==> src/rtl/spmm_pkg.sv <==
// Shared SPMM widths, feeder FSM state encoding and packing-limit helper.
package spmm_pkg;
  localparam int SPMM_DATA_WIDTH       = 8;
  localparam int SPMM_DOT_PRODUCT_SIZE = 5;
  localparam int SPMM_ROW_IDX_WIDTH    = 8;
  localparam int SPMM_COL_IDX_WIDTH    = $clog2(SPMM_DOT_PRODUCT_SIZE);
  localparam int SPMM_NODE_INFO_WIDTH  = SPMM_COL_IDX_WIDTH + 1;

  typedef enum logic [2:0] {
    ST_IDLE    = 3'd0,
    ST_COLLECT = 3'd1,
    ST_ISSUE   = 3'd2,
    ST_WAIT    = 3'd3,
    ST_CAPTURE = 3'd4,
    ST_OUTPUT  = 3'd5
  } feeder_state_e;

  // A row is capped by the slot count and by what node_info's count field can encode.
  function automatic int nnz_limit(input int dps);
    int cnt_max;
    cnt_max = (1 << $clog2(dps)) - 1;
    return (dps < cnt_max) ? dps : cnt_max;
  endfunction
endpackage

==> src/rtl/spmm_row_packer.sv <==
// Slot counter and slice placement: the k-th packed entry of a row lands in slice DPS-1-k.
import spmm_pkg::*;

module spmm_row_packer #(
  parameter int DATA_WIDTH       = SPMM_DATA_WIDTH,
  parameter int DOT_PRODUCT_SIZE = SPMM_DOT_PRODUCT_SIZE,
  parameter int COL_IDX_WIDTH    = $clog2(DOT_PRODUCT_SIZE),
  parameter int CNT_WIDTH        = $clog2(DOT_PRODUCT_SIZE)
) (
  input  logic                                     clk,
  input  logic                                     rst_n,
  input  logic                                     clear_i,
  input  logic                                     push_i,
  input  logic [COL_IDX_WIDTH-1:0]                 col_i,
  input  logic [DATA_WIDTH-1:0]                    val_i,
  output logic                                     full_o,
  output logic [CNT_WIDTH-1:0]                     nnz_next_o,
  output logic [DOT_PRODUCT_SIZE*COL_IDX_WIDTH-1:0] col_idx_o,
  output logic [DOT_PRODUCT_SIZE*DATA_WIDTH-1:0]    value_o
);
  localparam int LIMIT = nnz_limit(DOT_PRODUCT_SIZE);

  logic [CNT_WIDTH-1:0]                     cnt_q;
  logic [DOT_PRODUCT_SIZE*COL_IDX_WIDTH-1:0] col_q;
  logic [DOT_PRODUCT_SIZE*DATA_WIDTH-1:0]    val_q;
  logic                                     take;

  assign full_o     = (cnt_q == CNT_WIDTH'(LIMIT));
  assign take       = push_i && !full_o;
  assign nnz_next_o = cnt_q + CNT_WIDTH'(take);
  assign col_idx_o  = col_q;
  assign value_o    = val_q;

  always_ff @(posedge clk) begin
    if (!rst_n || clear_i) begin
      cnt_q <= '0;
      col_q <= '0;
      val_q <= '0;
    end else if (take) begin
      cnt_q <= cnt_q + CNT_WIDTH'(1);
      for (int s = 0; s < DOT_PRODUCT_SIZE; s++) begin
        if (cnt_q == CNT_WIDTH'(DOT_PRODUCT_SIZE - 1 - s)) begin
          col_q[s*COL_IDX_WIDTH +: COL_IDX_WIDTH] <= col_i;
          val_q[s*DATA_WIDTH +: DATA_WIDTH]       <= val_i;
        end
      end
    end
  end
endmodule

==> src/rtl/spmm_row_feeder.sv <==
// Packs one sparse feature row into a PE packet, waits for the PE result and streams it out.
//   state   | meaning
//   IDLE    | ready for a new row, weights loadable
//   COLLECT | packing entries until feat_last_i
//   ISSUE   | pe_valid_o high for one cycle
//   WAIT    | holding packet until pe_ready_i
//   CAPTURE | registering result_i
//   OUTPUT  | presenting result until res_ready_i
import spmm_pkg::*;

module spmm_row_feeder #(
  parameter  int DATA_WIDTH       = SPMM_DATA_WIDTH,
  parameter  int DOT_PRODUCT_SIZE = SPMM_DOT_PRODUCT_SIZE,
  parameter  int ROW_IDX_WIDTH    = SPMM_ROW_IDX_WIDTH,
  localparam int COL_IDX_WIDTH    = $clog2(DOT_PRODUCT_SIZE),
  localparam int NODE_INFO_WIDTH  = $clog2(DOT_PRODUCT_SIZE) + 1
) (
  input  logic                                      clk,
  input  logic                                      rst_n,
  input  logic                                      feat_valid_i,
  input  logic [COL_IDX_WIDTH-1:0]                  feat_col_idx_i,
  input  logic [DATA_WIDTH-1:0]                     feat_value_i,
  input  logic                                      feat_last_i,
  input  logic                                      feat_null_i,
  output logic                                      feat_ready_o,
  input  logic                                      wgt_valid_i,
  input  logic [DOT_PRODUCT_SIZE*DATA_WIDTH-1:0]    wgt_i,
  output logic                                      pe_valid_o,
  output logic [DOT_PRODUCT_SIZE*COL_IDX_WIDTH-1:0] col_idx_o,
  output logic [DOT_PRODUCT_SIZE*DATA_WIDTH-1:0]    value_o,
  output logic [NODE_INFO_WIDTH-1:0]                node_info_o,
  output logic [DOT_PRODUCT_SIZE*DATA_WIDTH-1:0]    weight_o,
  input  logic                                      pe_ready_i,
  input  logic [DATA_WIDTH-1:0]                     result_i,
  output logic                                      res_valid_o,
  output logic [DATA_WIDTH-1:0]                     res_data_o,
  output logic [ROW_IDX_WIDTH-1:0]                  res_row_o,
  input  logic                                      res_ready_i,
  output logic                                      err_o
);
  feeder_state_e                         state_q;
  logic                                  feat_ready_q, pe_valid_q, res_valid_q, err_q;
  logic [DATA_WIDTH-1:0]                 res_data_q;
  logic [ROW_IDX_WIDTH-1:0]              row_q;
  logic [NODE_INFO_WIDTH-1:0]            node_info_q;
  logic [DOT_PRODUCT_SIZE*DATA_WIDTH-1:0] weight_q;

  logic                       accept, push, pk_full, pk_clear;
  logic [NODE_INFO_WIDTH-2:0] pk_nnz_next;

  assign accept   = feat_valid_i && feat_ready_q;
  assign push     = accept && !feat_null_i;
  assign pk_clear = (state_q == ST_OUTPUT) && res_ready_i;

  spmm_row_packer #(
    .DATA_WIDTH      (DATA_WIDTH),
    .DOT_PRODUCT_SIZE(DOT_PRODUCT_SIZE),
    .COL_IDX_WIDTH   (COL_IDX_WIDTH),
    .CNT_WIDTH       (NODE_INFO_WIDTH - 1)
  ) u_packer (
    .clk       (clk),
    .rst_n     (rst_n),
    .clear_i   (pk_clear),
    .push_i    (push),
    .col_i     (feat_col_idx_i),
    .val_i     (feat_value_i),
    .full_o    (pk_full),
    .nnz_next_o(pk_nnz_next),
    .col_idx_o (col_idx_o),
    .value_o   (value_o)
  );

  always_ff @(posedge clk) begin
    if (!rst_n) begin
      state_q      <= ST_IDLE;
      feat_ready_q <= 1'b1;
      pe_valid_q   <= 1'b0;
      res_valid_q  <= 1'b0;
      res_data_q   <= '0;
      row_q        <= '0;
      err_q        <= 1'b0;
      node_info_q  <= '0;
      weight_q     <= '0;
    end else begin
      pe_valid_q <= 1'b0;
      if (push && pk_full) err_q <= 1'b1;
      case (state_q)
        ST_IDLE: begin
          if (wgt_valid_i) weight_q <= wgt_i;
          if (accept) begin
            if (feat_null_i) begin
              // Empty row: skip the PE entirely and report a zero result.
              if (feat_last_i) begin
                res_data_q   <= '0;
                res_valid_q  <= 1'b1;
                feat_ready_q <= 1'b0;
                state_q      <= ST_OUTPUT;
              end
            end else if (feat_last_i) begin
              pe_valid_q   <= 1'b1;
              node_info_q  <= {pk_nnz_next, 1'b1};
              feat_ready_q <= 1'b0;
              state_q      <= ST_ISSUE;
            end else begin
              state_q <= ST_COLLECT;
            end
          end
        end
        ST_COLLECT: begin
          if (accept && feat_last_i) begin
            pe_valid_q   <= 1'b1;
            node_info_q  <= {pk_nnz_next, 1'b1};
            feat_ready_q <= 1'b0;
            state_q      <= ST_ISSUE;
          end
        end
        ST_ISSUE: state_q <= ST_WAIT;
        ST_WAIT: begin
          if (pe_ready_i) state_q <= ST_CAPTURE;
        end
        ST_CAPTURE: begin
          res_data_q  <= result_i;
          res_valid_q <= 1'b1;
          state_q     <= ST_OUTPUT;
        end
        ST_OUTPUT: begin
          if (res_ready_i) begin
            res_valid_q  <= 1'b0;
            row_q        <= row_q + ROW_IDX_WIDTH'(1);
            node_info_q  <= '0;
            feat_ready_q <= 1'b1;
            state_q      <= ST_IDLE;
          end
        end
        default: begin
          feat_ready_q <= 1'b1;
          state_q      <= ST_IDLE;
        end
      endcase
    end
  end

  assign feat_ready_o = feat_ready_q;
  assign pe_valid_o   = pe_valid_q;
  assign node_info_o  = node_info_q;
  assign weight_o     = weight_q;
  assign res_valid_o  = res_valid_q;
  assign res_data_o   = res_data_q;
  assign res_row_o    = row_q;
  assign err_o        = err_q;
endmodule

==> config.mk <==
export PLATFORM = sky130hd
export DESIGN_NAME = spmm_row_feeder
export DESIGN_NICKNAME = d
export VERILOG_FILES = /design/src/rtl/spmm_pkg.sv /design/src/rtl/spmm_row_packer.sv /design/src/rtl/spmm_row_feeder.sv
export SDC_FILE = /design/constraint.sdc
export NUM_CORES = 1
export LEC_CHECK = 0
export CORE_MARGIN = 4
export CORE_UTILIZATION = 43
export CTS_CLUSTER_DIAMETER = 30
export DETAILED_ROUTE_END_ITERATION = 6
export GPL_TIMING_DRIVEN = 0
export PLACE_DENSITY = 0.79
export RECOVER_POWER = 100
export SYNTH_ARGS = -nofsm -noshare
export SYNTH_HDL_FRONTEND = slang
export SYNTH_HIERARCHICAL = 1
export SYNTH_SLANG_ARGS = --single-unit
==> constraint.sdc <==
create_clock -name clk -period 2 [get_ports clk]
set_input_delay 0.4 -clock clk [delete_from_list [all_inputs] [get_ports clk]]
set_output_delay 0.4 -clock clk [all_outputs]
set_load 0.05 [all_outputs]
==> run metrics, run 1 <==
status finished clean; Synth Flop Type dfxtp_1; post-route antenna net violation count 0; Placed Cells 854; H-tree depth 4; vias in the first global route 4,560; ANT cells 0; FMAX 528 MHz; Initial Utilization 0.449; Max stage delay cell, worst path dlygate4sd2_1; Ys Warns 6; Synth cell types between 40 and 50; Worst-Skew Late Latency 0.51 ns; vias per cell 5.25; Longest Clk Path Bufs 2; critical path class flip-flop to output port; TritonCTS clock tree yes; pwr dens 1230 nW/um2; final instance area 7230 um2; FP Rows 37; Switch Pwr 3.18 mW; antenna violations before repair 0; cts hold-fix bufs 0; DRC 0; Synth Net Count 608; first-pass GRT wire length 23,000 um; Nets 813; Total Wirelength 14,700 um; filler instances between 800 and 900; worst setup margin 0.108 ns; final cycle utilization of the critical path 0.946; Die ar. 12,700 um2; Final min period 1.89 ns; peak supply drop 0.000870 V; switching part of the total power 0.357; Final Hold Viols 0; total power draw a little under 9 mW; worst slew pin tran 0.588 ns; die height 113 um; cell chain of the critical path dlygate4sd2_1; Core ar. 10,500 um2; clk_skew 0.00993 ns; CP arrival 1.49 ns; part of the power in combinational logic 0.290; Clock power frac 0.379; Critical Path Start feat_ready_o; hold_sp wgt_i[29]; RR Startpoint state_q[2]; Worst path max stage delay 0.57 ns; gpl congestion roughly 0.9; largest net degree at the start of global routing 17; final std cells w/o fill slightly below 900; wire per inst 16.6 um; clk slew on worst S/H paths about 0.06 ns; area grow syn2layout 53.1%; Max Slew Vio Count 0; IO Pins 186; gr ovfl total 0; synth cell count leaders 125 x dfxtp_1, 113 x nand2_1, 56 x nand3_1; dpl cell area 6740 um2; relative slew slack 0.610; final setup violation count 0; top-count cell post-synth dfxtp_1; post-synthesis instance area between 4000 and 5000 um2; Via Count around 4,700; dpl ws -0.597 ns; root buf cell clkbuf_8; Pleak 3.36 nW; Sink Count around 130; worst hold slack between 0.4 and 0.5 ns; Die Wd roughly 110 um; FF+latch count, synth roughly 130; PortBufs 185; Synth Instances 533; power share of the sequential group 0.331; post-synth top area cell dfxtp_1; ys async rst share 0; RSZ-0062 raised after global routing no; CP delay by family, top buffers and inverters; CP Buf/Inv Count 1; Global Route Usage Sum 0.226; MaxCap Viol Count 0; Req. time, crit path around 1.6 ns; 1st-pass router iterations 5; post-synthesis sequential area ratio 0.530; Mapped Avg Cell Area 8.86 um2; top-area cell type share of the netlist area 0.530; crit-path max FO 5; largest cells by area after synthesis dfxtp_1 53%, nand2_1 9.0%, nand3_1 5.9%; crit end category output port; Pint 5.71 mW; layout cells sized above 1 0.0772; post-DP HPWL 10,900 um; Iteration-0 DRC Markers 298; Hold WC Path Type input port to flip-flop; EDFF count, synth 0; TritonCTS buffer count 17; Setup crit start kind flip-flop
==> stage by stage <==
stage	TNS [ns]	utilization
after floorplan	0	-
after global placement	-12.79	0.642
after detailed placement	-16.84	0.642
after CTS	0	0.690
after global routing	0	0.688
final	0	0.688
==> routing by layer <==
metal	track usage	wire length, um	up-vias
met5	0	0	-
met4	0.0801	299	0
met3	0.109	1780	26
met2	0.385	6970	243
met1	0.245	5640	2155
li1	-	-	2230
==> power groups by stage <==
stage          logic (mW)  registers (mW)  clock network, mW
2_1_floorplan       0.996            3.86                  0
3_3_place_gp         2.74            2.99                  0
3_5_place_dp         2.78            3.01                  0
4_1_cts              2.63            2.95               3.41
5_1_grt              2.77            2.98               3.54
6_report             2.58            2.94               3.37
==> what timing repair did <==
| action | CTS | global route |
|---|---|---|
| buffers inserted | 0 | 1 |
| setup endpoints to repair | 120 | 1 |
| gates resized for setup | 120 | 1 |
==> placed cells by master (no fill, tap or decap), drive strengths merged, types with 3 or more instances in the layout <==
cell           Yosys  layout
nand2b             3       3
nor2              20      20
and3               3       3
a22oi              8       8
nor2b              3       3
nand3b             5       5
bufinv             0       5
dlygate4sd2        0     119
clkbuf            12      43
clkinv             0       4
xor2               7       7
mux2i             12      12
inv                8      13
clkdlybuf4s50      0      64
o31ai              4       4
o21ai             52      52
dfxtp            125     125
nand4              5       5
ha                 8       8
nand2            114     114
buf               25      13
a21oi             46      46
nand3             57      57
==> cells by family (layout without fill, tap and decap cells) <==
group | after synthesis | in the layout | synth area share
AND/OR/NAND/NOR | 216 | 216 | 0.212
AO/OA/AOI/OAI | 118 | 118 | 0.146
flip-flops | 125 | 125 | 0.530
multiplexers | 12 | 12 | 0.0254
buffers and inverters | 45 | 263 | 0.0480
XOR/XNOR | 9 | 9 | 0.0167
adder cells (fa/ha/maj) | 8 | 8 | 0.0212
==> worst reg2reg max path: cells and delay by family, from the launching register on <==
kind | cells | cell delay, ns
buffers and inverters | 4 | 0.68
and+or+nand+nor | 4 | 0.54
DFF | 1 | 0.40
AOI/OAI and AO/OA | 1 | 0.09
==> path summary, 6_finish.rpt <==
path	to	slack, ns	depth (start not counted)
worst max-delay path	feat_ready_o	0.11	1
worst min-delay path	weight_o[29]	0.44	3
worst max register to register	u_packer/value_o[26]	0.15	9
worst min register to register	weight_o[12]	0.45	2
==> registers in the layout, indices dropped and copies added, names as in the netlist <==
name                cells
err_o                   1
feat_ready_o            1
node_info_o             4
pe_valid_o              1
res_data_o              8
res_row_o               8
res_valid_o             1
state_q                 3
u_packer/cnt_q          3
u_packer/col_idx_o     15
u_packer/value_o       40
weight_o               40
==> final cells by class <==
type | count | area [um2] | area share
Sequential cell | 125 | 2500 | 0.346
Multi-Input combinational cell | 363 | 1980 | 0.274
Timing Repair Buffer | 186 | 1710 | 0.237
Clock buffer | 18 | 418 | 0.0578
Clock inverter | 14 | 231 | 0.0320
Buffer | 37 | 185 | 0.0256
Tap cell | 136 | 170 | 0.0235
Inverter | 8 | 32.5 | 0.00450
(Power assumes the default switching activity.)
==> run 2, diff against run 1 <==
--- a/config.mk
+++ b/config.mk
@@ -6,11 +6,11 @@
 export NUM_CORES = 1
 export LEC_CHECK = 0
 export CORE_MARGIN = 4
-export CORE_UTILIZATION = 43
+export CORE_UTILIZATION = 25
 export CTS_CLUSTER_DIAMETER = 30
 export DETAILED_ROUTE_END_ITERATION = 6
 export GPL_TIMING_DRIVEN = 0
-export PLACE_DENSITY = 0.79
+export MAX_ROUTING_LAYER = met4
 export RECOVER_POWER = 100
 export SYNTH_ARGS = -nofsm -noshare
 export SYNTH_HDL_FRONTEND = slang
==> run 2 against run 1 <==
  * Clock skew shrank 0.0020 ns
  * Via count is 2.5% lower
  * Critical path depth stayed put
  * First-iteration DRC count down 22%
  * Combinational power grew 7%
  * Sequential power is essentially flat
  * Highest routed layer unchanged
==> run metrics, run 2 (synthesis gave the netlist of run 1 again) <==
DRC 0 (unchanged); critical path class flip-flop to output port; r2r worst-path depth 8 (-1); FMAX 507 MHz (-4.0%); cell chain of the critical path clkdlybuf4s50_1; Sink Count 125 (unchanged); vias in the first global route 4,284 (-6.1%); status finished clean; Die Wd 145 um (+29%); worst hold slack 0.449 ns (+0.0117 ns); RR Startpoint state_q[2]; 1st-pass router iterations 4 (-1); worst slew pin tran 0.579 ns (-0.00904 ns); MaxCap Viol Count 0 (unchanged); clk slew on worst S/H paths 0.06 ns (about the same); Longest Clk Path Bufs 2 (unchanged); post-DP HPWL 11,100 um (+1.8%); Final Hold Viols 0 (unchanged); Worst path max stage delay 0.82 ns (+0.25 ns); relative slew slack 0.613 (+0.00384); FP Rows 49 (+32%); most frequent cells in the layout 122 x dfxtp_1, 112 x nand2_1, 102 x clkdlybuf4s50_1, 56 x nand3_1, 50 x dlymetal6s2s_1; first-pass GRT wire length 23,300 um (+1.3%); antenna violations before repair 0 (unchanged); root buf cell clkbuf_16; Req. time, crit path 1.60 ns (about the same); Via Count 4,536 (-2.5%); Max Used Layer met4; Worst R2R Setup Slack 0.19 ns (+0.04 ns); Hold WC Path Type flip-flop to flip-flop; final std cells w/o fill 979 (+10%); pwr dens 1160 nW/um2 (-5.5%); gr ovfl total 0 (unchanged); Pleak 3.85 nW (+15%); post-route antenna net violation count 0 (unchanged); die height 145 um (+29%); Setup crit start kind flip-flop; hold endpoint weight_o[13]; Met2 Wirelength 6520 um (-6.5%); largest net degree at the start of global routing 17 (unchanged); Die ar. 21,100 um2 (+66%); Nets 812 (-0.12%); commonest non-fill, non-tap cell in the layout dfxtp_1; RSZ-0062 raised after global routing yes; Placed Cells 947 (+11%); TritonCTS buffer count 17 (unchanged); Global Route Usage Sum 0.143 (-0.0834); CP delay by family, top buffers and inverters; area grow syn2layout 59.8%; gpl congestion 0.813 (-9.5%); CP arrival 1.57 ns (+0.08 ns); layout cells sized above 1 0.0920 (+0.0148); Core ar. 18,300 um2 (+74%); Post-Route Setup TNS 0 ns (unchanged); Iteration-0 DRC Markers 231 (-22%); TritonCTS clock tree yes; clk_skew 0.00789 ns (-0.00204 ns); peak supply drop 0.000708 V (-19%); vias per cell 4.63 (-12%); PortBufs 185 (unchanged); H-tree depth 4 (unchanged); Worst-Skew Late Latency 0.41 ns (-0.10 ns); wire per inst 15.5 um (-6.5%); CP Buf/Inv Count 1 (unchanged); Initial Utilization 0.258 (-0.191); ANT cells 0 (unchanged); Max stage delay cell, worst path clkdlybuf4s50_1; hold_sp weight_o[13]; DRT met1 WL 6880 um (+22%); postcts setup bufs 0 (unchanged); RR Endpoint u_packer/value_o[0]; Final min period 1.97 ns (+0.0791 ns); Max Slew Vio Count 0 (unchanged); Total Wirelength 15,200 um (+3.2%); metal3 WL 1520 um (-15%); IO Pins 186 (unchanged); crit-path max FO 2 (-3); final setup violation count 0 (unchanged); final cycle utilization of the critical path 0.986 (+0.0396); Hold Path Depth 2 (-1); crit end category output port
-- run 2: cell types whose count changed in the layout (fill, tap and decap cells not counted), sizes merged --
cell,change
clkdlybuf4s50,+38
clkbuf,-9
bufinv,-2
clkinv,+2
buf,+10
dlymetal6s2s,+50
dlygate4sd2,-86
clkinvlp,+3
inv,-5
dlygate4sd3,-2
-- run 2: worst max path at each step --
stage | start | endpoint | cells after the start
after detailed placement | feat_null_i | node_info_o[3] | 8
after global routing | feat_valid_i | node_info_o[3] | 9
final | res_data_o[7] | res_data_o[7] | 1
after floorplan | feat_ready_o | node_info_o[3] | 8
after CTS | u_packer/value_o[27] | value_o[27] | 1
after global placement | feat_valid_i | node_info_o[3] | 9
-- run 2: where the power goes --
group          internal (mW)  leakage (nW)  switching [mW]  total [mW]
sequential              2.78          1.02           0.173        2.96
clock                   1.95         0.280            1.11        3.06
combinational          0.921          2.55            1.84        2.76
total                   5.65          3.85            3.12        8.77
-- run 2: metal layers --
metal  track usage  vias to the layer above
met4        0.0546                        0
met3        0.0582                       17
met1         0.179                     2088
met5             -                        -
met2         0.205                      197
li1              -                     2234
-- run 2: what timing repair did --
action / 4_1_cts / 5_1_grt
hold buffers: 0 / 0
cloned: 0 / 0
endpoints found under the setup margin: 35 / 83
gates resized for setup: 34 / 56
pin swaps: 0 / 1
-- run 2: cell type report --
| class | count | area, um2 |
|---|---|---|
| Buffer | 37 | 196 |
| Timing Repair Buffer | 185 | 1940 |
| Multi-Input combinational cell | 363 | 2000 |
| Clock inverter | 12 | 146 |
| Fill cell | 1825 | 10700 |
| Clock buffer | 20 | 437 |
| Sequential cell | 125 | 2510 |
| Inverter | 8 | 32.5 |
| Tap cell | 229 | 287 |
-- run 2: metrics by stage --
step	utilization	worst slack (ns)	instance area, um2	total power, mW
global placement	0.375	-0.545	6860	5.82
CTS	0.405	0.000333	7400	8.91
detailed placement	0.375	-0.564	6860	5.82
global route	0.413	-0.0353	7540	9.21
finish	0.413	0.0284	7540	8.77
floorplan	-	0.0596	4720	4.86
